**src/rtl/imem_loader_pkg.sv**
```systemverilog
// Shared state encoding and stream-format constants for the instruction-memory loader.
package imem_loader_pkg;

  localparam int BYTES_PER_WORD = 4;
  localparam int LEN_W          = 16;

  typedef enum logic [2:0] {
    IDLE,
    LEN_HI,
    LEN_LO,
    WORD,
    CHK,
    FIN,
    ERR
  } state_t;

endpackage

```
**src/rtl/imem_loader_wordpack.sv**
```systemverilog
// Big-endian byte-to-word packer; word_vld is combinational on the 4th accepted byte.
// No backpressure of its own: the caller qualifies byte_vld with its ready.
module imem_loader_wordpack
  import imem_loader_pkg::*;
(
  input  logic        clk,
  input  logic        rst,
  input  logic        clr,
  input  logic        byte_vld,
  input  logic [7:0]  byte_dat,
  output logic        word_vld,
  output logic [31:0] word_dat
);

  logic [1:0]  byte_cnt;
  logic [23:0] shift_q;

  // Only the first three bytes need storage; the fourth is taken straight from the input.
  always_ff @(posedge clk or posedge rst) begin
    if (rst) begin
      byte_cnt <= '0;
      shift_q  <= '0;
    end else if (clr) begin
      byte_cnt <= '0;
    end else if (byte_vld) begin
      byte_cnt <= byte_cnt + 2'd1;
      shift_q  <= {shift_q[15:0], byte_dat};
    end
  end

  assign word_vld = byte_vld && (byte_cnt == 2'(BYTES_PER_WORD - 1));
  assign word_dat = {shift_q, byte_dat};

endmodule

```
**src/rtl/imem_loader.sv**
```systemverilog
// Streams a length-prefixed big-endian program into instruction memory, holding the core in reset meanwhile.
// Write pulse lags the 4th byte by one cycle; IMEM_LOADER_CHECKSUM_EN adds a trailing XOR check byte.
module imem_loader
  import imem_loader_pkg::*;
#(
  parameter int WIDTH     = 32,
  parameter int DEPTH     = 64,
  parameter int ADDR_W    = 32,
  parameter int BOOT_HOLD = 1
) (
  input  logic              CLK,
  input  logic              RST,
  input  logic              START,
  input  logic [7:0]        RX_DATA,
  input  logic              RX_VALID,
  output logic              RX_READY,
  output logic              IM_WE,
  output logic [ADDR_W-1:0] IM_ADDR,
  output logic [WIDTH-1:0]  IM_WDATA,
  output logic              CPU_RST,
  output logic              DONE,
  output logic              ERROR
);

  state_t           state;
  logic [LEN_W-1:0] len;
  logic [LEN_W-1:0] len_full;
  logic [LEN_W-1:0] word_idx;
  logic             xfer;
  logic             word_vld;
  logic [31:0]      word_dat;
`ifdef IMEM_LOADER_CHECKSUM_EN
  logic [7:0]       csum;
`endif

  assign xfer     = RX_VALID && RX_READY;
  assign len_full = {len[15:8], RX_DATA};

  imem_loader_wordpack u_wordpack (
    .clk      (CLK),
    .rst      (RST),
    .clr      (state != WORD),
    .byte_vld (xfer && (state == WORD)),
    .byte_dat (RX_DATA),
    .word_vld (word_vld),
    .word_dat (word_dat)
  );

  always_ff @(posedge CLK or posedge RST) begin
    if (RST) begin
      state    <= IDLE;
      RX_READY <= 1'b0;
      IM_WE    <= 1'b0;
      IM_ADDR  <= '0;
      IM_WDATA <= '0;
      CPU_RST  <= (BOOT_HOLD != 0);
      DONE     <= 1'b0;
      ERROR    <= 1'b0;
      len      <= '0;
      word_idx <= '0;
`ifdef IMEM_LOADER_CHECKSUM_EN
      csum     <= '0;
`endif
    end else begin
      IM_WE <= 1'b0;
`ifdef IMEM_LOADER_CHECKSUM_EN
      if (state == IDLE && START)
        csum <= '0;
      else if (xfer)
        csum <= csum ^ RX_DATA;
`endif
      case (state)
        IDLE: begin
          if (START) begin
            state    <= LEN_HI;
            RX_READY <= 1'b1;
            CPU_RST  <= 1'b1;
            DONE     <= 1'b0;
            ERROR    <= 1'b0;
          end
        end
        LEN_HI: begin
          if (xfer) begin
            len[15:8] <= RX_DATA;
            state     <= LEN_LO;
          end
        end
        LEN_LO: begin
          if (xfer) begin
            len <= len_full;
            if (len_full == '0) begin
              state    <= FIN;
              RX_READY <= 1'b0;
            end else if (len_full > LEN_W'(DEPTH)) begin
              state    <= ERR;
              RX_READY <= 1'b0;
            end else begin
              state    <= WORD;
              word_idx <= '0;
            end
          end
        end
        WORD: begin
          if (word_vld) begin
            IM_WE    <= 1'b1;
            IM_WDATA <= WIDTH'(word_dat);
            IM_ADDR  <= ADDR_W'({word_idx, 2'b00});
            word_idx <= word_idx + 1'b1;
            if (word_idx == len - 1'b1) begin
`ifdef IMEM_LOADER_CHECKSUM_EN
              state    <= CHK;
`else
              state    <= FIN;
              RX_READY <= 1'b0;
`endif
            end
          end
        end
`ifdef IMEM_LOADER_CHECKSUM_EN
        CHK: begin
          // csum still holds the XOR of every earlier byte on this edge.
          if (xfer) begin
            RX_READY <= 1'b0;
            state    <= (RX_DATA == csum) ? FIN : ERR;
          end
        end
`endif
        FIN: begin
          DONE    <= 1'b1;
          CPU_RST <= 1'b0;
          state   <= IDLE;
        end
        ERR: begin
          ERROR   <= 1'b1;
          CPU_RST <= 1'b1;
          state   <= IDLE;
        end
        default: begin
          state    <= IDLE;
          RX_READY <= 1'b0;
        end
      endcase
    end
  end

endmodule
```
**config.mk**
```make
export PLATFORM = sky130hd
export DESIGN_NAME = imem_loader
export DESIGN_NICKNAME = d
export VERILOG_FILES = /design/src/rtl/imem_loader_pkg.sv /design/src/rtl/imem_loader_wordpack.sv /design/src/rtl/imem_loader.sv
export SDC_FILE = /design/constraint.sdc
export NUM_CORES = 1
export LEC_CHECK = 0
export ABC_AREA = 1
export CAP_MARGIN = 10
export CORE_MARGIN = 5
export CORE_UTILIZATION = 55
export DETAILED_ROUTE_END_ITERATION = 12
export DONT_BUFFER_PORTS = 1
export HOLD_SLACK_MARGIN = 0.15
export PLACE_DENSITY = 0.78
export SLEW_MARGIN = 15
export SYNTH_ARGS = -nofsm -noshare
export SYNTH_HDL_FRONTEND = slang
export SYNTH_SLANG_ARGS = --single-unit
```
**constraint.sdc**
```tcl
create_clock -name CLK -period 4.4 [get_ports CLK]
set_clock_uncertainty 0.1 [all_clocks]
set_input_delay 0 -clock CLK [delete_from_list [all_inputs] [get_ports CLK]]
set_output_delay 0 -clock CLK [all_outputs]
set_load 0.01 [all_outputs]
```
# Yosys cells after proc, flatten, opt, wreduce, memory -nomap -nowiden

Index checks and enable logic that the tools add are counted.

Input bits: 12
Word-level logic and storage cells: 87
Register bits: 114

Multiplexer cells: 30
Bitwise operators: 3
Add/sub/neg operators: 3
Reduce and logical (&&, ||, !) cells: 21
$lt $le $gt $ge: 1
Equal/unequal tests: 16

Operators by type and width:

| kind                  | number |
|---|---|
| $mux 16               | 4 |
| $pmux 16 s2           | 1 |
| $mux 3                | 7 |
| $add 16x1->16 const B | 1 |
| $eq 16x16->1          | 1 |
| $gt 16x7->1 const B   | 1 |
| $logic_not 16->1      | 1 |
| $pmux 8 s2            | 1 |
| $sub 16x1->16 const B | 1 |
| $pmux 3 s4            | 1 |
| $reduce_and 2->1      | 6 |
| $ne 2x2->1 const B    | 5 |
| $reduce_and 5->1      | 2 |
| $mux 1                | 9 |
| $mux 8                | 1 |
| $reduce_bool 2->1     | 4 |
| $eq 3x2->1 const B    | 2 |
| $eq 3x3->1 const B    | 2 |
| $reduce_and 6->1      | 1 |
| $mux 2                | 2 |
| $ne 2x1->1 const B    | 2 |
| $pmux 1 s2            | 2 |
| $pmux 1 s4            | 1 |
| $eq 3x1->1 const B    | 1 |
| 11 further kinds      | 15 |

# Longest topological paths before layout

Gate-level depths: netlist (run 1).

Word-level depth: 5
Gate-level depth with buffers: 16
Depth with buffers taken out: 16

# Modules after synthesis

A second synthesis (run 1) with hierarchy kept.

Cell total of the unflattened synthesis: 738
Area, all modules: 5794.3 um^2

Modules (own cells, without submodules):

| module               | times used | cells an instance | sequential area each (um^2) | area an instance (um^2) |
|---|---|---|---|---|
| imem_loader          | 1          | 611               | 2203.4                      | 4662.0 |
| imem_loader_wordpack | 1          | 127               | 650.6                       | 1132.3 |

# Worst setup path before layout (run 1)

Ideal clock, no wire load.

Kind: reg-to-reg
Start: reg len[0]
End: reg state[0]
Period minus slack after synthesis: 1.834 ns
Arrival: 1.617 ns
Path slack: 2.566 ns
Stages on the path, launching flop included: 16
Path buffers: 0
Setup time: 0.117 ns
Path through: dfrtp_1 inv_2 ha_1 nand3_2 nor2_4 nand3_1 nand2_1 inv_1 nor2_1 nand2_1 nor2_1 nand2_1 nand2_2 nand3_2 nand2_1 nand2_1

Word-level cells in the longest chain between the ends: 4

RTL lines:

| item                       | line               | RTL |
|---|---|---|
| start: declaration         | imem_loader.sv:26  | `logic [LEN_W-1:0] len;` |
| start signal: assignment   | imem_loader.sv:90  | `len <= len_full;` |
| $sub 16x1->16              | imem_loader.sv:109 | `if (word_idx == len - 1'b1) begin` |
| $eq 16x16->1               | imem_loader.sv:109 |  |
| $ne 2x1->1 (no line)       | -                  |  |
| $reduce_and 5->1 (no line) | -                  |  |
| end signal: assignment     | imem_loader.sv:113 | `state <= FIN;` |
| end signal: assignment     | imem_loader.sv:131 | `state <= IDLE;` |
| end signal: assignment     | imem_loader.sv:136 | `state <= IDLE;` |
| end: declaration           | imem_loader.sv:25  | `state_t state;` |

Every way passes these cells.
A chain may end at the register's enable or synchronous reset.

# Worst setup path in the final report (run 1)

Start: reg state[2]
End: reg u_wordpack.shift_q[4]

Word-level cells in the longest chain between the ends: 3

RTL lines:

| item                                                  | line                                 | RTL |
|---|---|---|
| start signal: assignment                              | imem_loader.sv:51                    | `state <= IDLE;` |
| start signal: assignment                              | imem_loader.sv:75                    | `state <= LEN_HI;` |
| start signal: assignment                              | imem_loader.sv:85                    | `state <= LEN_LO;` |
| $eq 3x2->1 / $ne 3x2->1 (equally long branches)       | imem_loader.sv:43, imem_loader.sv:42 |  |
| $logic_and 1x1->1 / $not 1->1 (equally long branches) | -                                    |  |
| $reduce_and 2->1 (no line) *                          | -                                    |  |
| end signal: assignment                                | imem_loader_wordpack.sv:27           | `shift_q <= {shift_q[15:0], byte_dat};` |
| end: declaration                                      | imem_loader_wordpack.sv:16           | `logic [23:0] shift_q;` |

Every way passes the cells marked *; elsewhere a longest branch is shown, timed or not.

==> results of run 1 <==
-- sequential cells by signal (all words and copies together), names as in the netlist --
| register | flops |
|---|---|
| u_wordpack.byte_cnt | 2 |
| ERROR | 1 |
| u_wordpack.shift_q | 24 |
| len | 16 |
| IM_WDATA | 32 |
| state | 3 |
| DONE | 1 |
| word_idx | 16 |
| IM_ADDR | 16 |
| CPU_RST | 1 |
| RX_READY | 1 |
| IM_WE | 1 |
-- layout by cell type (no fill, tap or decap), types with 6 or more instances in the layout --
| cell type | Yosys | routed |
|---|---|---|
| clkbuf_16 | 0 | 16 |
| conb_1 | 1 | 16 |
| dfrtp_1 | 113 | 113 |
| dlygate4sd3_1 | 0 | 28 |
| inv_1 | 71 | 70 |
| inv_6 | 1 | 7 |
| nand2_1 | 199 | 199 |
| nand2_2 | 13 | 13 |
| nand3_1 | 21 | 21 |
| nand4_1 | 7 | 7 |
| nor2_1 | 48 | 48 |
| nor2_2 | 8 | 8 |
| nor3_1 | 6 | 6 |
| o21ai_0 | 79 | 79 |
| o21ai_2 | 14 | 14 |
| xnor2_1 | 6 | 6 |
| xor2_1 | 24 | 24 |
-- tightest hold or removal path: cells and delay by family --
kind	cells	cell delay, ns
buf+inv	2	0.70
compound gates	1	0.10
-- cell usage after synthesis (4+ instances only) --
master / instances / area [sq um]
inv_1: 71 / 267
xnor2_1: 6 / 52.6
nand3_2: 4 / 40.0
o21ai_2: 14 / 123
dfrtp_1: 113 / 2830
inv_2: 4 / 15.0
nor3_1: 6 / 30.0
nor2_2: 8 / 50.1
xor2_1: 24 / 210
buf_4: 16 / 120
nor2_1: 48 / 180
nand3_1: 21 / 105
nand2_2: 13 / 81.3
buf_2: 7 / 35.0
nor2_4: 4 / 45.0
nand4_1: 7 / 43.8
o21ai_0: 79 / 395
o21ai_1: 4 / 20.0
nand2_1: 199 / 747
clkbuf_1: 10 / 37.5
-- worst paths after layout --
check                                       start                     to  slack, ns  cells after the start
min in group asynchronous                     RST           IM_WDATA[25]       0.57                      4
hold reg to reg            u_wordpack.shift_q[22]           IM_WDATA[30]       0.38                      2
setup reg to reg                         state[2]  u_wordpack.shift_q[4]       1.35                      7
hold / removal                         RX_DATA[5]                len[13]       0.25                      3
setup / recovery                         state[2]  u_wordpack.shift_q[4]       1.35                      7
max in group asynchronous                     RST                CPU_RST       3.21                      4
-- cell type report --
type | instances | area, sq um
tap | 136 | 170
clock buffer | 19 | 442
multi-input combinational | 470 | 2340
inverter | 79 | 304
timing repair buffer | 31 | 323
fill | 815 | 3610
clock inverter | 13 | 146
sequential | 114 | 2850
-- through the flow --
step	util	area (sq um)
after floorplan	-	5730
after global placement	0.558	5680
after detailed placement	0.558	5680
after CTS	0.646	6580
after global routing	0.646	6580
final	0.646	6580
-- kinds of logic (layout without fill, tap and decap cells) --
group           Yosys count  after routing  share of synthesized area
compound gates          104            104                      0.104
xor+xnor                 30             30                     0.0463
fa+ha+maj                 3              3                    0.00661
buf+inv                 115            142                     0.0950
flops                   114            114                      0.503
other cells               1             16                   0.000661
simple gates            317            317                      0.244
-- power by group through the flow --
stage / clock network, mW / logic (mW) / registers, mW
global placement: 0 / 1.19 / 1.63
global route: 1.42 / 1.54 / 1.67
detailed placement: 0 / 1.25 / 1.64
finish: 1.36 / 1.35 / 1.64
floorplan: 0 / 1.04 / 1.54
CTS: 1.37 / 1.34 / 1.63
-- layer usage --
metal | global-route usage | vias up
met4 | 0.0819 | 0
met2 | 0.388 | 179
met3 | 0.0538 | 22
met1 | 0.295 | 2174
li1 | - | 2172
met5 | 0 | -
==> impl_metrics.json, run 1 <==
{
  "syn_avg_cell_area_sq_um": 8.30,
  "areaGrowthSynthToFinish_pct": 15.9,
  "fin_crit_ns": 3.05,
  "setup_viol_count_final": 0,
  "antenna_found_initial": 0,
  "wl_met3_microns": 929,
  "p_sw_mw": 1.67,
  "hpwlAfterDp_microns": 9220,
  "route.top_layer_used": "met4",
  "drc": 0,
  "post_cts.repair.setup_buffers": 0,
  "synth-seq-cells": 114,
  "synth_edf_count": 0,
  "dp.cells": 801,
  "die_h_microns": 112,
  "die_x_microns": 112,
  "dieArea_sq_mm": 0.0125,
  "startpoint_type": "flip-flop",
  "intPower_mw": 2.69,
  "clockBufferDepth": 2,
  "post_cts_resized": 0,
  "end_kind": "flip-flop",
  "start_util": 0.557,
  "grt_pass1_vias": 4604,
  "p_per_area_mw_per_mm2": 662,
  "syn_inst": 684,
  "pwr-share-clk": 0.313,
  "dp_slack_ns": 1.50,
  "crit_family": "buffers and inverters",
  "num_io_pins": 81,
  "path_class": "reg -> reg",
  "port_buffers": 0,
  "place_congestion": 0.956,
  "clk_latency_ns": 0.51,
  "grt_max_degree": 87,
  "finalHoldViolCount": 0,
  "synth_ff_type": "dfrtp_1",
  "grt_overflow": 0,
  "final_max_slew_viol_count": 0,
  "postCtsHoldBufs": 29,
  "max_cap_violations": 0,
  "worstPathRequired_ns": 4.75,
  "core_sq_mm": 0.0102,
  "cp_slowest_stage_delay_ns": 0.64,
  "crit_path_frequent_cell": "dlygate4sd3_1",
  "num_rows": 37,
  "cts_sinks": 114,
  "seqPwrFrac": 0.376,
  "wirelength_microns": 13700,
  "p_leak_nw": 3.20,
  "synthArstFlopShare": 1.00,
  "cts_tree": "yes",
  "avgViaCountPerCell": 5.27,
  "detail-route-antenna-nets": 0,
  "ir_worst_vdd_mv": 0.443,
  "whs_ns": 0.246,
  "relSlewSlack": 0.529,
  "vias": 4547,
  "post-route-period-util": 0.692,
  "crit_chain": "inv_2 -> nand3_2 -> nor2_4 -> nand2_1 -> dlygate4sd3_1 -> o21ai_0 -> dlygate4sd3_1",
  "drtIter0Drc": 322,
  "max_freq_mhz": 328,
  "crit_fanout": 35,
  "p_total_mw": 4.36,
  "cp.buffers_inverters": 3,
  "crit_arrival_ns": 3.40,
  "numCtsBuffers": 17,
  "wl_per_cell_microns": 15.9,
  "grt_pass1_wl_microns": 23300,
  "status": "completed",
  "cts-root-buf": "clkbuf_8",
  "p_comb_frac": 0.311,
  "synth.distinct_cells": 36,
  "n_antenna_cell": 0,
  "cts.clk_slew.worst_paths_ns": 0.06,
  "firstDrtPassIters": 7,
  "setup_tns_ns": 0,
  "wl_met1_microns": 5780,
  "layout.nets": 728,
  "hold_path.class": "in -> reg",
  "instances_no_fill": 862,
  "seq_area_frac_synth": 0.503,
  "swShare": 0.383,
  "worst_pin_slew_ns": 0.706,
  "yosysWarnings": 0,
  "htreeDepth": 4,
  "syn_area_sq_mm": 0.00568,
  "rsz0062_at_grt": "no",
  "cpMaxStageDelayCell": "nor2_4",
  "wl_met2_microns": 6830,
  "track_usage": 0.231,
  "worst_slack_ns": 1.35,
  "drive_gt1_frac": 0.124
}
(Power assumes the default switching activity.)
==> run 2: changes to the inputs <==
==> constraint.sdc (replaced) <==
create_clock -name CLK -period 2.9 [get_ports CLK]
set_clock_uncertainty 0.1 [all_clocks]
set_input_delay 0 -clock CLK [delete_from_list [all_inputs] [get_ports CLK]]
set_output_delay 0 -clock CLK [all_outputs]
set_load 0.01 [all_outputs]
==> impl_metrics.json, run 2 (synthesis gave the netlist of run 1 again) <==
{
  "status": "completed",
  "largest_reg_flops": 32,
  "cts_sinks": 114,
  "start_util": 0.557,
  "relSlewSlack": 0.517,
  "avgViaCountPerCell": 5.44,
  "layout.nets": 729,
  "worst_pin_slew_ns": 0.725,
  "drc": 0,
  "clk_latency_ns": 0.51,
  "n_antenna_cell": 0,
  "n_fill_cell": 811,
  "finalHoldViolCount": 0,
  "final_max_slew_viol_count": 0,
  "regMostFlops": "IM_WDATA",
  "clockBufferDepth": 2,
  "rsz0062_at_grt": "no",
  "place_congestion": 0.894,
  "fin_crit_ns": 2.73,
  "worstPathRequired_ns": 3.24,
  "firstDrtPassIters": 8,
  "multi_input_area_sq_mm": 0.00235,
  "crit_arrival_ns": 3.07,
  "detail-route-antenna-nets": 0,
  "seqCellArea_sq_mm": 0.00285,
  "num_rows": 37,
  "setup_viol_count_final": 0,
  "post-route-period-util": 0.940,
  "mostFrequentLayoutCells": "199 x nand2_1, 113 x dfrtp_1, 79 x o21ai_0",
  "biggestRegsByFlops": "IM_WDATA (32), u_wordpack.shift_q (24)",
  "end_kind": "flip-flop",
  "vias": 4666,
  "p_leak_nw": 3.16,
  "path_class": "reg -> reg",
  "grt_pass1_vias": 4900,
  "htreeDepth": 4,
  "cts-root-buf": "clkbuf_8",
  "areaGrowthSynthToFinish_pct": 14.5,
  "drive_gt1_frac": 0.119,
  "grt_max_degree": 84,
  "cts.clk_slew.worst_paths_ns": 0.05,
  "track_usage": 0.238,
  "antenna_found_initial": 0,
  "hpwlAfterDp_microns": 9480,
  "setup_tns_ns": 0,
  "numCtsBuffers": 17,
  "port_buffers": 0,
  "crit_fanout": 34,
  "dp.cells": 804,
  "wl_per_cell_microns": 16.4,
  "layout_commonest_cell": "nand2_1",
  "p_per_area_mw_per_mm2": 977,
  "hold_path.class": "in -> reg",
  "cts_tree": "yes",
  "dieArea_sq_mm": 0.0125,
  "instances_no_fill": 858,
  "wirelength_microns": 14100,
  "p_total_mw": 6.35,
  "drtIter0Drc": 366,
  "max_cap_violations": 0,
  "grt_pass1_wl_microns": 24000,
  "die_x_microns": 112,
  "core_sq_mm": 0.0102,
  "grt_overflow": 0,
  "startpoint_type": "flip-flop",
  "die_h_microns": 112,
  "whs_ns": 0.179,
  "num_io_pins": 81,
  "max_freq_mhz": 367,
  "final_util": 0.638,
  "ir_worst_vdd_mv": 0.500
}
-- run 2: cell types whose count changed in the layout (fill, tap and decap cells not counted), sizes merged --
cell         delta
buf             +3
dlygate4sd3     -2
bufinv          -1
clkinvlp        +1
inv             -7
clkbuf          +1
clkinv          +1
-- run 2: worst paths after layout --
kind	startpoint	end	slack (ns)	cells after the start
min in group asynchronous	RST	IM_WDATA[23]	0.54	4
worst max register to register	state[2]	u_wordpack.shift_q[3]	0.17	8
worst max-delay path	state[2]	u_wordpack.shift_q[3]	0.17	8
max in group asynchronous	RST	len[3]	1.47	4
worst min-delay path	RX_DATA[4]	u_wordpack.shift_q[4]	0.18	3
worst min register to register	u_wordpack.shift_q[20]	IM_WDATA[28]	0.37	2
-- run 2: layout make-up --
cell class / instances / share of cell area
clock buffer: 20 / 0.0670
clock inverter: 7 / 0.0100
inverter: 79 / 0.0470
multi-input combinational: 470 / 0.361
sequential: 114 / 0.439
tap: 136 / 0.0262
timing repair buffer: 32 / 0.0495
-- run 2: routing by layer --
metal	up-vias	routed length, microns	track usage
met4	0	420	0.103
met3	42	1040	0.0685
li1	2173	-	-
met2	185	6950	0.394
met1	2266	5700	0.293
met5	-	0	0
-- run 2: power by group --
part	switching [mW]	internal [mW]	total [mW]
Clock	0.682	1.12	1.81
Sequential	0.482	2.00	2.49
Combinational	1.27	0.787	2.06
-- run 2: timing repair --
action	in CTS	in global routing
endpoints found under the setup margin	0	7
endpoints found under the hold margin	175	0
setup buffers	0	0
hold buffers	27	0
gates resized for setup	0	2
-- run 2: stage by stage --
stage	setup WS (ns)	instance area, sq um
after floorplan	1.07	5740
after global placement	0.816	5710
after detailed placement	0.668	5710
after CTS	0.0577	6490
after global routing	0.0116	6500
final	0.173	6500
-- run 2: worst max-delay path, cell delays in order, from the launching register on --
cell	delay (ns)
dfrtp_1	0.44
inv_2	0.14
nand3_4	0.21
nor2_4	0.18
buf_6	0.26
nand2_1	0.07
dlygate4sd3_1	0.56
o21ai_0	0.09
dlygate4sd3_1	0.59
